`config.mk`:
```
export PLATFORM = sky130hd
export DESIGN_NAME = pwm_ramp_ctrl
export DESIGN_NICKNAME = d
export VERILOG_FILES = /design/src/rtl/pwm_ramp_ctrl.sv
export SDC_FILE = /design/constraint.sdc
export NUM_CORES = 1
export LEC_CHECK = 0
export ABC_AREA = 1
export CAP_MARGIN = 20
export CORE_ASPECT_RATIO = 1.75
export CORE_UTILIZATION = 60
export DETAILED_ROUTE_END_ITERATION = 10
export PLACE_DENSITY = 0.81
export SLEW_MARGIN = 20
export SYNTH_ARGS = -nofsm -noshare
export SYNTH_HDL_FRONTEND = slang
export SYNTH_SLANG_ARGS = --single-unit
```
`constraint.sdc`:
```
create_clock -name clk -period 7.6 [get_ports clk]
set_input_delay 1.52 -clock clk [delete_from_list [all_inputs] [get_ports clk]]
set_output_delay 1.52 -clock clk [all_outputs]
set_load 0.02 [all_outputs]
```
`src/rtl/pwm_ramp_ctrl.sv`:
```
// pwm_ramp_ctrl: slew-limited duty/direction sequencer for one PWM channel.
// Speed commands ramp pwm_val by STEP per tick; reversals pass through zero and a dead-time.
module pwm_ramp_ctrl #(
    parameter int TICK_DIV       = 5000,
    parameter int STEP           = 4,
    parameter int DEADTIME_TICKS = 8,
    parameter int WDOG_TICKS     = 1000
) (
    input  logic              clk,
    input  logic              reset,
    input  logic              cmd_valid,
    output logic              cmd_ready,
    input  logic signed [8:0] cmd_speed,
    output logic [7:0]        pwm_val,
    output logic              dir,
    output logic              busy,
    output logic              timeout,
    output logic [1:0]        state_dbg
);
    typedef enum logic [1:0] {
        HOLD = 2'd0,
        RAMP = 2'd1,
        DEAD = 2'd2
    } state_t;

    localparam int TW = $clog2(TICK_DIV);
    localparam int DW = $clog2(DEADTIME_TICKS + 1);
    localparam int WW = $clog2(WDOG_TICKS + 1);
    localparam logic [TW-1:0] TICK_LAST = TW'(TICK_DIV - 1);
    localparam logic [DW-1:0] DEAD_LAST = DW'(DEADTIME_TICKS - 1);
    localparam logic [WW-1:0] WDOG_LAST = WW'(WDOG_TICKS - 1);
    localparam logic [WW-1:0] WDOG_MAX  = WW'(WDOG_TICKS);
    localparam logic [8:0]    STEP9     = 9'(STEP);

    state_t        state;
    logic [TW-1:0] tick_cnt;
    logic [DW-1:0] dead_cnt;
    logic [WW-1:0] wdog_cnt;
    logic [7:0]    tgt_mag;
    logic          tgt_dir;

    logic          tick;
    logic          accept;
    logic          fire;
    logic          mismatch;
    logic [8:0]    neg_mag;
    logic [7:0]    cmd_mag;
    logic          cmd_dir;
    logic [8:0]    goal;
    logic [8:0]    cur;
    logic [8:0]    diff;
    logic [8:0]    step_pwm;
    state_t        ramp_next;

    // Handshake: a command transfers on any rising edge where cmd_valid and
    // cmd_ready are both high; cmd_ready drops only during the dead-time.
    assign cmd_ready = (state != DEAD);
    assign busy      = (state != HOLD);
    assign state_dbg = state;
    assign tick      = (tick_cnt == TICK_LAST);
    assign accept    = cmd_valid & cmd_ready;
    assign fire      = tick & ~accept & (wdog_cnt == WDOG_LAST);
    assign mismatch  = (pwm_val != tgt_mag) | (dir != tgt_dir);

    always_comb begin
        neg_mag   = 9'd0 - cmd_speed;
        cmd_mag   = cmd_speed[7:0];
        cmd_dir   = ~cmd_speed[8];
        goal      = {1'b0, tgt_mag};
        cur       = {1'b0, pwm_val};
        diff      = 9'd0;
        step_pwm  = cur;
        ramp_next = RAMP;
        if (cmd_speed[8]) begin
            cmd_mag = neg_mag[8] ? 8'hff : neg_mag[7:0];
        end
        if (cmd_speed == 9'sd0) begin
            cmd_dir = dir;
        end
        // While the direction is wrong the only legal goal is zero duty.
        if (dir != tgt_dir) begin
            goal = 9'd0;
        end
        diff = (goal >= cur) ? (goal - cur) : (cur - goal);
        if (diff <= STEP9) begin
            step_pwm = goal;
        end else if (goal > cur) begin
            step_pwm = cur + STEP9;
        end else begin
            step_pwm = cur - STEP9;
        end
        if (dir != tgt_dir) begin
            ramp_next = (step_pwm == 9'd0) ? DEAD : RAMP;
        end else begin
            ramp_next = (step_pwm == goal) ? HOLD : RAMP;
        end
    end

    always_ff @(posedge clk or negedge reset) begin
        if (!reset) begin
            state    <= HOLD;
            tick_cnt <= '0;
            dead_cnt <= '0;
            wdog_cnt <= '0;
            tgt_mag  <= 8'd0;
            tgt_dir  <= 1'b1;
            pwm_val  <= 8'd0;
            dir      <= 1'b1;
            timeout  <= 1'b0;
        end else begin
            tick_cnt <= tick ? '0 : tick_cnt + 1'b1;

            // An accept in the same cycle as a watchdog expiry wins.
            if (accept) begin
                tgt_mag  <= cmd_mag;
                tgt_dir  <= cmd_dir;
                wdog_cnt <= '0;
                timeout  <= 1'b0;
            end else if (tick) begin
                if (wdog_cnt != WDOG_MAX) begin
                    wdog_cnt <= wdog_cnt + 1'b1;
                end
                if (fire) begin
                    timeout <= 1'b1;
                    tgt_mag <= 8'd0;
                    tgt_dir <= dir;
                end
            end

            case (state)
                HOLD: begin
                    if (mismatch) begin
                        if (tick) begin
                            pwm_val <= step_pwm[7:0];
                            state   <= ramp_next;
                        end else begin
                            state <= RAMP;
                        end
                    end
                end
                RAMP: begin
                    if (tick) begin
                        pwm_val <= step_pwm[7:0];
                        state   <= ramp_next;
                    end
                end
                DEAD: begin
                    if (tick) begin
                        if (fire) begin
                            dead_cnt <= '0;
                            state    <= HOLD;
                        end else if (dead_cnt == DEAD_LAST) begin
                            dead_cnt <= '0;
                            dir      <= ~dir;
                            state    <= RAMP;
                        end else begin
                            dead_cnt <= dead_cnt + 1'b1;
                        end
                    end
                end
                default: state <= HOLD;
            endcase
        end
    end
endmodule

```
Word-level counts from Yosys, hierarchy flattened:

Cells that the tools add are included.
W data, S select, Z words.

* register bits after elaboration: 48
* input bits: 12
* output and inout bits: 14
* logic and storage cells: 91

* add/subtract/negate cells: 8
* magnitude comparators: 3
* eq/ne operators: 14
* multiplexer cells: 35
* bitwise gates (word level): 8
* reduce and logical (&&, ||, !) cells: 14

Operators with widths (number)
* $mux W8: 8
* $mux W10: 3
* $mux W9: 3
* $logic_not A9 Y1: 2
* $mux W2: 8
* $pmux W8 S2: 1
* $add A13 B1 Y13 const B: 1
* $eq A13 B13 Y1 const B: 1
* $mux W13: 1
* $add A10 B1 Y10 const B: 1
* $eq A10 B10 Y1 const B: 1
* $ne A10 B10 Y1 const B: 1
* $reduce_bool A2 Y1: 5
* $add A8 B3 Y9 const B: 1
* $eq A9 B9 Y1: 1
* $ge A9 B8 Y1: 1
* $gt A9 B8 Y1: 1
* $le A9 B3 Y1 const B: 1
* $sub A1 B9 Y9 const A: 1
* $sub A8 B3 Y9 const B: 1
* $sub A8 B9 Y9: 1
* $sub A9 B8 Y9: 1
* $mux W1: 8
* $mux W4: 2
* 15 further kinds: 27

Longest topological paths before layout:

Gate-level depths: netlist of run 1.

* depth in word-level cells: 12
* gate-level depth with buffers: 28
* gate-level depth less buffers: 27

Worst setup path after synthesis of run 1:

OpenSTA, ideal clock, no wires.

* path kind: flip-flop to flip-flop
* start point: register dir
* end point: register state[0] (netlist: state_dbg[0])
* library setup time: 0.117 ns
* data arrival time: 3.476 ns
* required time: 7.483 ns
* path slack: 4.007 ns
* cell stages (with the launch flop): 29
* buffers on the path: 1
* clock period less this slack: 3.593 ns
* cells stage by stage: dfstp_2 -> inv_1 -> nand2_1 -> nand2_1 -> nor2_1 -> ha_1 -> buf_6 -> nand2_1 -> nand2_1 -> inv_1 -> nand3_2 -> nand2_1 -> nand2_1 -> nand2_1 -> ha_1 -> a21oi_1 -> nand2_1 -> a21oi_1 -> o21ai_0 -> xnor2_1 -> inv_1 -> nand3_1 -> nand2_1 -> nor2_1 -> nand2_1 -> nor2_1 -> nand2_1 -> nand2_1 -> nand2_1

* cells in the longest elaborated chain, start to end: 12
* elaborated cells between the ends (all ways): 22
* those cells by class: add/sub: 2; order compare: 3; eq/ne: 3; mux: 11; bitwise: 1; reduce/logical: 2

RTL lines
* start: declaration: line 15 `output logic dir,`
* start signal: assignment: line 154 `dir <= ~dir;`
* $ne A1 B1 Y1 (*): line 63, 81, 92
* $mux W8: line 81 `if (dir != tgt_dir) begin`
* $sub A8 B9 Y9 (tied with other cells): line 84 `diff = (goal >= cur) ? (goal - cur) : (cur - goal);`
* $mux W9: line 84
* $le A9 B3 Y1: line 85 `if (diff <= STEP9) begin`
* $mux W9: line 85
* $eq A9 B9 Y1 / $logic_not A9 Y1 (equally long branches): line 95, 93
* $mux W1 / $mux W2 (equally long branches): line 95, 93
* $mux W2: line 92 `if (dir != tgt_dir) begin`
* $mux W2: line 133 `if (tick) begin`
* $mux W2: line 132 `if (mismatch) begin`
* $pmux W2 S3: line 130 `case (state)`
* end signal: assignment: line 135 `state <= ramp_next;`
* end signal: assignment: line 144 `state <= ramp_next;`
* end: declaration: line 35 `state_t state;`

Every way passes the cells marked *; elsewhere a longest branch is shown, timed or not. The select of a mux whose other input is x is not followed.
A chain may end at the register's enable or synchronous reset.

Worst setup path in the final report of run 1:

Ends and elaborated chain as after synthesis.

==> impl_results.md, run 1 <==
- Yosys reg bits: 48
- Share of cells above drive strength 1: 0.08595
- Initial antenna violation count: 0
- Cts repair resizes: 0
- Clock buffer depth: 2
- First-pass GRT wire length: 16,330 um
- Core box area: about 6500 um2
- Clock latency on the worst-skew pair: approximately 300 ps
- Max Freq: 0.2386 GHz
- Fin cells: 687
- Setup crit start kind: flip-flop
- CTS sink cnt: 48
- 1st-iter DRT viols: 174
- Largest net degree at the start of global routing: 49
- CP Max Fanout: 10
- Total Power: between 0.7 and 0.8 mW
- Remaining DRCs: 0
- Syn Area/Cell: 7.021 um2
- Via count: approximately 3,700
- Worst-margin pin slew: 586.7 ps
- Cell row count: 39
- Pleak: 2.271 nW
- Synth cell types: 39
- Die W: 64.39 um
- Final hold vios: 0
- Crit Path Class: flip-flop to flip-flop
- Die area: 7158 um2
- Relative slew slack: 0.6089
- TritonCTS buffer count: 5
- Hold crit path type: flip-flop to flip-flop
- CP required: 7790 ps
- GRT Util Overall: 0.2983
- Crit path DAT: 4380 ps
- CTS tree: done
- ANT cells: 0
- Clk slew on worst S/H paths: 70 ps
- Tmin final: 4191 ps
- Hold_buf cts: 0
- Highest ir drop seen on vdd: 203.0 uV
- CP endpoint kind: flip-flop
- Top-Level Pins: 26
- PwrDens: approximately 160 nW/um2
- Fin Clk Skew: 8.125 ps
- IO Port Bufs: 25
- Root Driver: clkbuf_16
- Seq/Total Area, Yosys: 0.2945
- Outcome: finished, final reports clean
- Setup Buffers After CTS: 0
- Avg WL per Cell: 14.43 um
- Syn Nets: about 620
- # setup viols final: 0
- Slew Limit Fails: 0
- Synthesized area: 4086 um2
- Crit share post-route: 0.5515
- Placed insts: 679
- First-pass DRT Iterations: 4
- Warnings from Yosys: 0
- Unrepaired setup endpoints after global routing: false
- H-Tree Depth: 2
- Nets: approximately 650
- Grt ovf: 0
- Vias in the first global route: 3,704
- Post-Route WL: 9913 um
- Max-Cap Viols: 0
- Die Ht: 111.2 um
- Placer Congestion: 1.027
- Initial core utilization: 0.6250
- Post-DP HPWL: 7757 um
- Antenna-violating nets left: 0
- Area growth syn-to-layout: 9.737%
- Setup TNS Final: 0 ps
- Gate Count Post-Synth: 582
- Vias/cell: 5.453
-- stage by stage --
stage          area, um2    util  hold slack [ps]  worst slack [ps]
2_1_floorplan       4086       -            433.1              4007
3_3_place_gp        4328  0.6619            449.6              3666
3_5_place_dp        4328  0.6619            463.7              3470
4_1_cts             4482  0.6854            483.7              3434
5_1_grt             4484  0.6858            492.1              2853
6_report            4484  0.6858            480.0              3409
-- placed cells by master, fill, tap and decap left out, types with 5 or more instances in the layout --
master / Yosys / final
a21oi_1: 25 / 25
nand3_1: 48 / 48
nor3_1: 14 / 14
clkbuf_16: 0 / 5
nand4_1: 14 / 14
inv_1: 88 / 88
xnor2_1: 5 / 5
dfrtp_1: 46 / 46
xor2_1: 18 / 18
ha_1: 27 / 27
mux2_2: 6 / 6
o21ai_0: 38 / 38
nand2_1: 137 / 137
nand2_2: 10 / 10
inv_2: 6 / 6
clkdlybuf4s50_1: 0 / 24
nor2_1: 52 / 52
-- cell type report --
class	count	area, um2
inverters	95	356.6
flip-flops and latches	48	1204
well taps	82	102.6
fillers	579	2054
repair buffers	25	247.7
multi-input cells	429	2420
clock inverters	2	15.01
clock buffers	6	138.9
-- metal layers --
| metal | GRT usage | up-vias | share of wire |
|---|---|---|---|
| met1 | 0.2771 | 1696 | 0.36 |
| met4 | 0.2193 | 0 | 0.075 |
| met2 | 0.5551 | 88 | 0.53 |
| li1 | - | 1914 | - |
| met3 | 0.04835 | 48 | 0.030 |
| met5 | 0 | - | 0 |
-- worst max-delay path, stage by stage (launching register included) --
cell and delay [ps]:
dfstp_2 560, inv_1 80, nand2_1 70, nand2_1 210
nor2_1 290, ha_1 420, nand2_1 120, nand2_1 80
inv_1 110, nand3_2 90, nand2_1 80, nand2_1 50
nand2_1 210, ha_1 340, a21oi_1 180, nand2_1 100
a21oi_1 140, o21ai_0 110, xnor2_1 210, inv_1 80
nand3_1 80, nand2_1 50, nor2_1 100, nand2_1 50
nor2_1 90, nand2_1 60, nand2_1 50, nand2_1 50
-- state kept, by name (all words and copies together), names as in the netlist --
signal     cells
dead_cnt       4
dir            1
pwm_val        8
state_dbg      2
tgt_dir        1
tgt_mag        8
tick_cnt      13
timeout        1
wdog_cnt      10
-- synth_stat cells (all sizes together) --
master    n  share of area
nand2   150           0.15
inv      94          0.086
nor2     56          0.055
nand3    50          0.064
dfrtp    46           0.28
o21ai    42          0.052
a21oi    28          0.037
ha       27          0.083
xor2     18          0.039
nor3     16          0.022
nand4    15          0.024
buf      10          0.026
mux2      6          0.017
xnor2     5          0.011
fa        3          0.015
dfstp     2          0.013
nor3b     2         0.0037
nor4      2         0.0046
o21a      2         0.0037
or2       2         0.0031
a21boi    1         0.0018
a22o      1         0.0021
clkinv    1        0.00092
nand3b    1         0.0018
o211ai    1         0.0018
o311ai    1         0.0021
-- worst paths after layout --
check                            start            to  slack, ps  depth (start not counted)
max in group asynchronous        reset   wdog_cnt[5]       5980                          1
min in group asynchronous        reset    pwm_val[6]       1220                          1
min                        wdog_cnt[9]   wdog_cnt[9]        480                          1
max reg2reg                        dir  state_dbg[0]       3410                         27
min reg2reg                wdog_cnt[9]   wdog_cnt[9]        480                          1
max                                dir  state_dbg[0]       3410                         27
-- power by group --
part           switching [mW]  internal (mW)
combinational           0.156         0.0802
sequential            0.00309          0.261
clock                  0.0976          0.131
total                   0.257          0.473
-- kinds of logic (layout without fill, tap and decap cells) --
kind of cell / count (synthesis) / in the layout / synth area share
compound gates: 76 / 76 / 0.1010
xor+xnor: 23 / 23 / 0.04929
fa+ha+maj: 30 / 30 / 0.09737
buf+inv: 105 / 128 / 0.1133
flops: 48 / 48 / 0.2945
mux: 6 / 6 / 0.01653
simple gates: 294 / 294 / 0.3279
Power figures use the tool's default switching activity.
==> run 2, diff against run 1 <==
--- a/config.mk
+++ b/config.mk
@@ -8,9 +8,9 @@
 export ABC_AREA = 1
 export CAP_MARGIN = 20
 export CORE_ASPECT_RATIO = 1.75
-export CORE_UTILIZATION = 60
+export CORE_UTILIZATION = 55
 export DETAILED_ROUTE_END_ITERATION = 10
-export PLACE_DENSITY = 0.81
+export PLACE_DENSITY = 0.78
 export SLEW_MARGIN = 20
 export SYNTH_ARGS = -nofsm -noshare
 export SYNTH_HDL_FRONTEND = slang
==> constraint.sdc (replaced) <==
create_clock -name clk -period 3.82 [get_ports clk]
set_input_delay 0.764 -clock clk [delete_from_list [all_inputs] [get_ports clk]]
set_output_delay 0.764 -clock clk [all_outputs]
set_load 0.02 [all_outputs]
==> run 2 against run 1 <==
Net effect: largest cell class unchanged; register-to-register slack got worse by 3200 ps; via count rose by 2.7%; sequential power rose by 100%.
==> impl_results.md, run 2 (synthesis gave the netlist of run 1 again) <==
- Outcome: finished, final reports clean
- Initial antenna violation count: 0 (unchanged)
- Fin cells: 712 (+3.6%)
- Hold crit path type: flip-flop to flip-flop
- CTS sink cnt: 48 (unchanged)
- Die Ht: 116.0 um (+4.4%)
- Crit Path Class: flip-flop to flip-flop
- Nets: 667 (+3.3%)
- Pleak: 2.386 nW (+5.0%)
- Clk slew on worst S/H paths: 60 ps (about the same)
- 1st-iter DRT viols: 201 (+16%)
- Final hold vios: 0 (unchanged)
- Total Power: 1.540 mW (+110%)
- Crit path DAT: 3760 ps (-620 ps)
- Worst reg2reg path depth: 24 (-11%)
- Clock buffer depth: 2 (unchanged)
- Highest ir drop seen on vdd: 391.6 uV (+93%)
- First-pass GRT wire length: 16,610 um (+1.7%)
- Worst-margin pin slew: 599.4 ps (+12.67 ps)
- Vias/cell: 5.404 (-0.88%)
- GRT Util Overall: 0.2860 (-0.01228)
- IO Port Bufs: 25 (unchanged)
- Via count: 3,848 (+2.7%)
- Grt ovf: 0 (unchanged)
- Clock latency on the worst-skew pair: 290 ps (about the same)
- Hold_buf cts: 0 (unchanged)
- Antenna-violating nets left: 0 (unchanged)
- Die W: 67.16 um (+4.3%)
- Tmin final: 3567 ps (-624.5 ps)
- Most frequent cells in the layout: nand2_1, inv_1, nand3_1, dfrtp_1, nor2_1
- Vias in the first global route: 3,817 (+3.1%)
- Relative slew slack: 0.6004 (-0.008444)
- Avg WL per Cell: 14.43 um (about the same)
- WHS: 460.6 ps (-19.47 ps)
- Cell row count: 41 (+5.1%)
- Crit share post-route: 0.9337 (+0.3822)
- Setup TNS Final: 0 ps (unchanged)
- Top-Level Pins: 26 (unchanged)
- First-pass DRT Iterations: 4 (unchanged)
- TritonCTS buffer count: 5 (unchanged)
- ANT cells: 0 (unchanged)
- # setup viols final: 0 (unchanged)
- Area growth syn-to-layout: 16.60%
- Commonest non-fill, non-tap cell in the layout: nand2_1
- Fin Clk Skew: 6.611 ps (-1.514 ps)
- Placed insts: 702 (+3.4%)
- Initial core utilization: 0.5690 (-0.05596)
- Die area: 7792 um2 (+8.9%)
- CTS tree: done
- Max Freq: 0.2804 GHz (+18%)
- Root Driver: clkbuf_16
- Max reg flops: 13 (unchanged)
- Setup crit start kind: flip-flop
- Largest net degree at the start of global routing: 49 (unchanged)
- CP required: 4010 ps (-3780 ps)
- Slew Limit Fails: 0 (unchanged)
- PwrDens: 323.3 nW/um2 (+99%)
- Remaining DRCs: 0 (unchanged)
- H-Tree Depth: 2 (unchanged)
- Post-Route WL: 10,270 um (+3.6%)
- Placer Congestion: 0.9456 (-7.9%)
- CP endpoint kind: flip-flop
- Core Util, Final: 0.6634 (-0.02239)
- Register with the most flip-flops: tick_cnt
- Worst Hold Depth: 1 (unchanged)
- Largest regs: tick_cnt (13), wdog_cnt (10)
- CP Max Fanout: 7 (-3)
- Core box area: 7182 um2 (+9.8%)
- Share of cells above drive strength 1: 0.1502 (+0.06421)
- Post-DP HPWL: 7990 um (+3.0%)
- Max-Cap Viols: 0 (unchanged)
## run 2: cell count changes in the layout (fill, tap and decap cells not counted), sizes merged
| cell | before | now |
|---|---|---|
| buf | 1 | 21 |
| clkinv | 1 | 3 |
| clkinvlp | 2 | 0 |
| nand2 | 150 | 151 |
## run 2: repair_timing
item,in CTS,in global routing
gates cloned,0,1
pin swaps,1,5
setup buffers,0,1
setup endpoints to repair,2,4
resized for setup,2,29
## run 2: power breakdown
part	total [mW]	switching (mW)	internal, mW
sequential	0.527	0.00683	0.520
combinational	0.568	0.350	0.218
clock	0.445	0.187	0.258
## run 2: final timing paths
| check | slack (ps) | from | end |
|---|---|---|---|
| worst max-delay path | 250 | tgt_dir | state_dbg[0] |
| worst min-delay path | 460 | wdog_cnt[9] | wdog_cnt[9] |
| worst min register to register | 460 | wdog_cnt[9] | wdog_cnt[9] |
| min in group asynchronous | 470 | reset | wdog_cnt[6] |
| max in group asynchronous | 2940 | reset | timeout |
| worst max register to register | 250 | tgt_dir | state_dbg[0] |
## run 2: area by class of cell
type                            count  area [um2]
Tap cell                           86       107.6
Sequential cell                    48        1204
Fill cell                         620        2417
Inverter                           95       356.6
Clock buffer                        6       138.9
Timing Repair Buffer               45       397.9
Clock inverter                      2       10.01
Multi-Input combinational cell    430        2550
## run 2: stage by stage
step                      instance area, um2  setup WS, ps
after floorplan                         4086         226.6
after global placement                  4476        -56.24
after detailed placement                4476        -127.2
after CTS                               4629         14.27
after global routing                    4765        -15.64
final                                   4765         253.4
## run 2: worst max-delay path, cell delays in order (launching register included)
cell	delay [ps]
dfstp_2	550
inv_1	60
nand2_2	110
nand2_4	110
nor2_4	120
ha_2	330
nand2_4	110
inv_2	40
nand2_2	80
nand3_2	80
nand2_1	80
nand2_1	80
nand2_4	110
inv_1	60
fa_1	390
o21ai_1	210
xor2_1	270
nand3b_1	170
nand2_1	50
nor2_1	100
nand2_1	60
nor2_1	110
nand2_1	60
nand2_1	50
nand2_1	40
## run 2: per-layer routing
layer / vias up / GRT usage / part of all wire / routed length (um)
met3: 40 / 0.03740 / 0.028 / 288
met1: 1769 / 0.2705 / 0.36 / 3670
met4: 0 / 0.1986 / 0.064 / 655
met5: - / 0 / 0 / 0
met2: 88 / 0.5393 / 0.55 / 5657
li1: 1951 / - / - / -
